## src/rtl/cache_refill_arbiter_pkg.sv

```systemverilog
// Shared encodings for the icache/dcache refill-port arbiter.
package cache_refill_arbiter_pkg;

  localparam int unsigned ADDR_W = 32;
  localparam int unsigned DATA_W = 32;
  localparam int unsigned TYPE_W = 3;
  localparam int unsigned LAST_W = 2;
  localparam int unsigned BEAT_W = 2;

  typedef enum logic [2:0] {
    ARB_IDLE  = 3'b001,
    ARB_GRANT = 3'b010,
    ARB_RESP  = 3'b100
  } arb_state_e;

  localparam logic [TYPE_W-1:0] RD_TYPE_LINE = 3'b100;
  localparam logic [TYPE_W-1:0] RD_TYPE_WORD = 3'b010;

  // Index of the final beat: a line wraps the 2-bit counter to 3, anything else ends on beat 0.
  function automatic logic [BEAT_W-1:0] last_beat_idx(input logic [TYPE_W-1:0] rd_type);
    return (rd_type == RD_TYPE_LINE) ? BEAT_W'(3) : BEAT_W'(0);
  endfunction

endpackage

```

## src/rtl/cache_refill_arbiter.sv

```systemverilog
// Arbitrates the bridge refill read port between icache (own=0) and dcache (own=1),
// holding the grant from request acceptance through the final return beat.
module cache_refill_arbiter
  import cache_refill_arbiter_pkg::*;
#(
  parameter int PRIO_MODE = 1
) (
  input  logic              clk,
  input  logic              resetn,
  input  logic              ic_rd_req,
  input  logic [TYPE_W-1:0] ic_rd_type,
  input  logic [ADDR_W-1:0] ic_rd_addr,
  output logic              ic_rd_rdy,
  output logic              ic_ret_valid,
  output logic [LAST_W-1:0] ic_ret_last,
  output logic [DATA_W-1:0] ic_ret_data,
  input  logic              dc_rd_req,
  input  logic [TYPE_W-1:0] dc_rd_type,
  input  logic [ADDR_W-1:0] dc_rd_addr,
  output logic              dc_rd_rdy,
  output logic              dc_ret_valid,
  output logic [LAST_W-1:0] dc_ret_last,
  output logic [DATA_W-1:0] dc_ret_data,
  output logic              rd_req,
  output logic [TYPE_W-1:0] rd_type,
  output logic [ADDR_W-1:0] rd_addr,
  input  logic              rd_rdy,
  input  logic              ret_valid,
  input  logic [LAST_W-1:0] ret_last,
  input  logic [DATA_W-1:0] ret_data
);

  arb_state_e        state;
  arb_state_e        state_next;
  logic              own;
  logic              last;
  logic              win;
  logic              any_req;
  logic [BEAT_W-1:0] beat_cnt;
  logic [TYPE_W-1:0] req_type;

  assign any_req = ic_rd_req | dc_rd_req;

  // Arbitration winner: a lone requester always wins; a tie goes by mode.
  always_comb begin
    win = dc_rd_req;
    if (ic_rd_req && dc_rd_req) begin
      win = (PRIO_MODE == 0) ? 1'b1 : ~last;
    end
  end

  always_ff @(posedge clk or negedge resetn) begin
    if (!resetn) begin
      state <= ARB_IDLE;
    end else begin
      state <= state_next;
    end
  end

  always_comb begin
    state_next   = state;
    rd_req       = 1'b0;
    rd_type      = '0;
    rd_addr      = '0;
    ic_rd_rdy    = 1'b0;
    dc_rd_rdy    = 1'b0;
    ic_ret_valid = 1'b0;
    ic_ret_last  = '0;
    ic_ret_data  = '0;
    dc_ret_valid = 1'b0;
    dc_ret_last  = '0;
    dc_ret_data  = '0;
    unique case (state)
      ARB_IDLE: begin
        if (any_req) state_next = ARB_GRANT;
      end
      ARB_GRANT: begin
        // A request dropped here by the owner is a protocol error; the grant is kept anyway.
        rd_req  = own ? dc_rd_req  : ic_rd_req;
        rd_type = own ? dc_rd_type : ic_rd_type;
        rd_addr = own ? dc_rd_addr : ic_rd_addr;
        if (own) dc_rd_rdy = rd_rdy;
        else     ic_rd_rdy = rd_rdy;
        if (rd_req && rd_rdy) state_next = ARB_RESP;
      end
      ARB_RESP: begin
        if (own) begin
          dc_ret_valid = ret_valid;
          dc_ret_last  = ret_last;
          dc_ret_data  = ret_data;
        end else begin
          ic_ret_valid = ret_valid;
          ic_ret_last  = ret_last;
          ic_ret_data  = ret_data;
        end
        if (ret_valid && ret_last[0]) state_next = ARB_IDLE;
      end
      default: state_next = ARB_IDLE;
    endcase
  end

  // Owner, round-robin pointer and beat bookkeeping.
  always_ff @(posedge clk or negedge resetn) begin
    if (!resetn) begin
      own      <= 1'b0;
      last     <= 1'b1;
      beat_cnt <= '0;
      req_type <= '0;
    end else begin
      if (state == ARB_IDLE && any_req) own <= win;
      if (state == ARB_GRANT) begin
        beat_cnt <= '0;
        req_type <= rd_type;
      end
      if (state == ARB_RESP && ret_valid) begin
        beat_cnt <= beat_cnt + BEAT_W'(1);
        if (ret_last[0]) last <= own;
      end
    end
  end

`ifndef SYNTHESIS
  always_ff @(posedge clk) begin
    if (resetn && state == ARB_RESP && ret_valid && ret_last[0] &&
        beat_cnt != last_beat_idx(req_type)) begin
      $error("cache_refill_arbiter: burst ended on beat %0d, type %b", beat_cnt, req_type);
    end
  end
`endif

endmodule
```

## config.mk

```make
export PLATFORM = sky130hd
export DESIGN_NAME = cache_refill_arbiter
export DESIGN_NICKNAME = d
export VERILOG_FILES = /design/src/rtl/cache_refill_arbiter_pkg.sv /design/src/rtl/cache_refill_arbiter.sv
export SDC_FILE = /design/constraint.sdc
export NUM_CORES = 1
export LEC_CHECK = 0
export CORE_MARGIN = 3
export CORE_UTILIZATION = 23
export CTS_CLUSTER_DIAMETER = 150
export DETAILED_ROUTE_END_ITERATION = 12
export PLACE_DENSITY_LB_ADDON = 0.05
export SETUP_SLACK_MARGIN = 0.5
export SLEW_MARGIN = 10
export SYNTH_ARGS = -nofsm -noshare
export SYNTH_HDL_FRONTEND = slang
export SYNTH_SLANG_ARGS = --single-unit
```

## constraint.sdc

```tcl
create_clock -name clk -period 2 [get_ports clk]
set_clock_uncertainty 0.1 [all_clocks]
set_input_delay 0.4 -clock clk [delete_from_list [all_inputs] [get_ports clk]]
set_output_delay 0.4 -clock clk [all_outputs]
set_load 0.02 [all_outputs]
```

==> impl_results.md <==
* DR pass1 iterations at 4
* CP Class: register to output pin
* Core Box Area at 0.00568 mm^2
* Via density at 4.91
* Comb power frac at 91.4%
* Post-Syn Area at 0.00139 mm^2
* Clock sink total at 5
* Routed length per placed instance at 24.1 um
* Number of warnings issued by yosys at 0
* Clock Latency Late Sink at 0.23 ns
* P&R area growth vs syn at 276%
* Worst path required time at 1.50 ns
* Layout cell share with drive strength beyond 1 at 71.1%
* Critical path endpoint category: output pin
* Worst Hold Slack at 0.302 ns
* Drt drc at 0
* Flop pwr share at 4.4%
* Crit path DAT at 1.66 ns
* Number of global-route vias before repair at 2470
* CTS Hold Bufs at 0
* CP Launch Type: register
* Most frequent cells in the layout: 126 x buf_6, 109 x clkdlybuf4s50_1, 71 x and2_4
* Failing checks: negative setup slack
* Fillers at 180
* First-pass GRT wire length at 14900 um
* Max-slew violations at 0
* Starting density of the core at 24.5%
* CTS tree: built
* Total power at 4.63 mW
* Post-layout nets at 561
* Initial antenna violation count at 0
* Status: complete, but fails checks
* Synthesized instance count at 187
* Die area at 0.00702 mm^2
* CTS root buf: clkbuf_8
* Syn nets at 297
* I/O Buffers at 217
* Yosys reg bits at 5
* Seq/Total Area, Yosys at 9.17%
* Clock power frac at 4.2%
* Pint at 2.68 mW
* F_max at 462 MHz
* Worst-path clk slew at 0.04 ns
* Vias at 2562
* Number of placed I/O pins at 218
* Switching pwr at 1.96 mW
* Fin crit share at 108%
* Distinct cells, synth at 23
* Ant diodes at 0
* Area share of the leading cell type in the synthesized netlist at 25.9%
* GPL Wtd Cong at 0.786
* Post-synth top area cell: mux2i_1
* VDD IR-drop max at 0.918 mV
* Final setup vio count at 91
* Setup TNS at -7.75 ns
* Net Sw Frac at 42.2%
* Pleak at 2.23 nW
* Crit Path Max Fanout at 6
* Final Hold Fails at 0
* Min cycle time layout at 2.16 ns
* Die X-Extent at 83.8 um
* Overall Global Routing Usage at 26.9%
* DR iter-0 viols at 82
* Pre-CTS setup slack at -0.252 ns
* HPWL after detailed placement at 6550 um
* Die height at 83.8 um
* # rows at 27
* PwrDens at 886 mW/mm^2
* GRT Residual Overflow at 0
* Final Core Density at 92.1%
* Max cap viols at 0
* Worst-Margin Slew at 0.415 ns
* CTS Buf Count at 3
* RSZ-0062 raised after global routing: true
* Largest net degree at the start of global routing at 16
* Setup ws final at -0.165 ns
* Remaining antenna violation count at 0
* Slew headroom at 71.5%
* Commonest non-fill, non-tap cell in the layout: buf_6
* WL final at 12600 um
* Top cells by area, synth: mux2i_1 26%, and2_1 24%, and2_4 11%
* Worst hold path class: primary input to asynchronous set/reset pin
* H-tree depth at 1
* Syn_area_per_cell at 7.44 um^2
* Maximum clock path buffer count at 2
final timing paths:
kind                                      start                    to  slack, ns  cells after the start
min reg2reg                    last$_DFFE_PN1P_       own$_DFFE_PN0P_       0.52                      2
min in group clk               last$_DFFE_PN1P_       own$_DFFE_PN0P_       0.52                      2
max reg2reg                state[0]$_DFFE_PN1P_       own$_DFFE_PN0P_       0.48                      5
max                        state[0]$_DFFE_PN1P_       ic_ret_data[14]      -0.16                      6
max in group asynchronous                resetn  state[0]$_DFFE_PN1P_       1.23                      1
min                                      resetn  state[1]$_DFFE_PN0P_       0.30                      1
cell type report:
class	count	area, um^2	area share (%)
clock buffers	4	45.0	0.862
multi-input cells	166	1860	35.6
flip-flops and latches	5	129	2.47
well taps	72	90.1	1.72
repair buffers	275	3100	59.4
per-stage QoR:
step           instances  cell area (um^2)
6_report             522              5230
5_1_grt              522              5230
4_1_cts              514              4920
3_5_place_dp         480              4070
3_3_place_gp         480              4070
2_1_floorplan        187              1760
state kept, by name, summed over array words and instances, names as in the netlist:
name,count
state,3
last,1
own,1
Yosys cell counts, drive strengths merged:
| cell | n |
|---|---|
| a21bo | 2 |
| nand4 | 1 |
| nand2 | 3 |
| nor2 | 39 |
| o21ai | 3 |
| o22ai | 1 |
| buf | 13 |
| dfrtp | 3 |
| and3 | 2 |
| clkbuf | 3 |
| mux2i | 36 |
| nor3b | 2 |
| o32ai | 1 |
| nand2b | 2 |
| a32o | 1 |
| mux2 | 1 |
| dfstp | 2 |
| and2 | 71 |
| nor4b | 1 |
layer usage:
layer	global-route usage [%]	part of all wire (%)	up-vias
met3	5.03	6.8	42
li1	-	-	1143
met4	5.85	4.0	0
met5	0	0	-
met2	52.7	56	142
met1	29.5	33	1235
cell families (layout without fill, tap and decap cells):
logic type	Yosys count	count (layout)	synth area share [%]
compound gates	8	8	4.32
mux	37	37	26.7
flops	5	5	9.17
simple gates	121	121	51.5
buf+inv	16	279	8.27
power groups by stage:
stage               clock (mW)  sequential (mW)  combinational (mW)
detailed placement           0            0.207                2.47
global route             0.211            0.205                4.37
floorplan                    0            0.205                1.55
CTS                      0.195            0.196                3.58
finish                   0.196            0.202                4.24
global placement             0            0.204                2.44
worst max-delay path, cell delays in order, from the launching register on:
cell	delay (ns)
dfstp_2	0.37
buf_12	0.12
nor4b_4	0.34
buf_6	0.20
buf_6	0.13
and2_4	0.15
buf_6	0.12
repair_timing:
item,4_1_cts,5_1_grt
setup endpoints to repair,110,111
gates resized for setup,739,49
gates cloned,12,3
pin swaps,43,11
buffers inserted,18,5
Power figures use the tool's default switching activity.
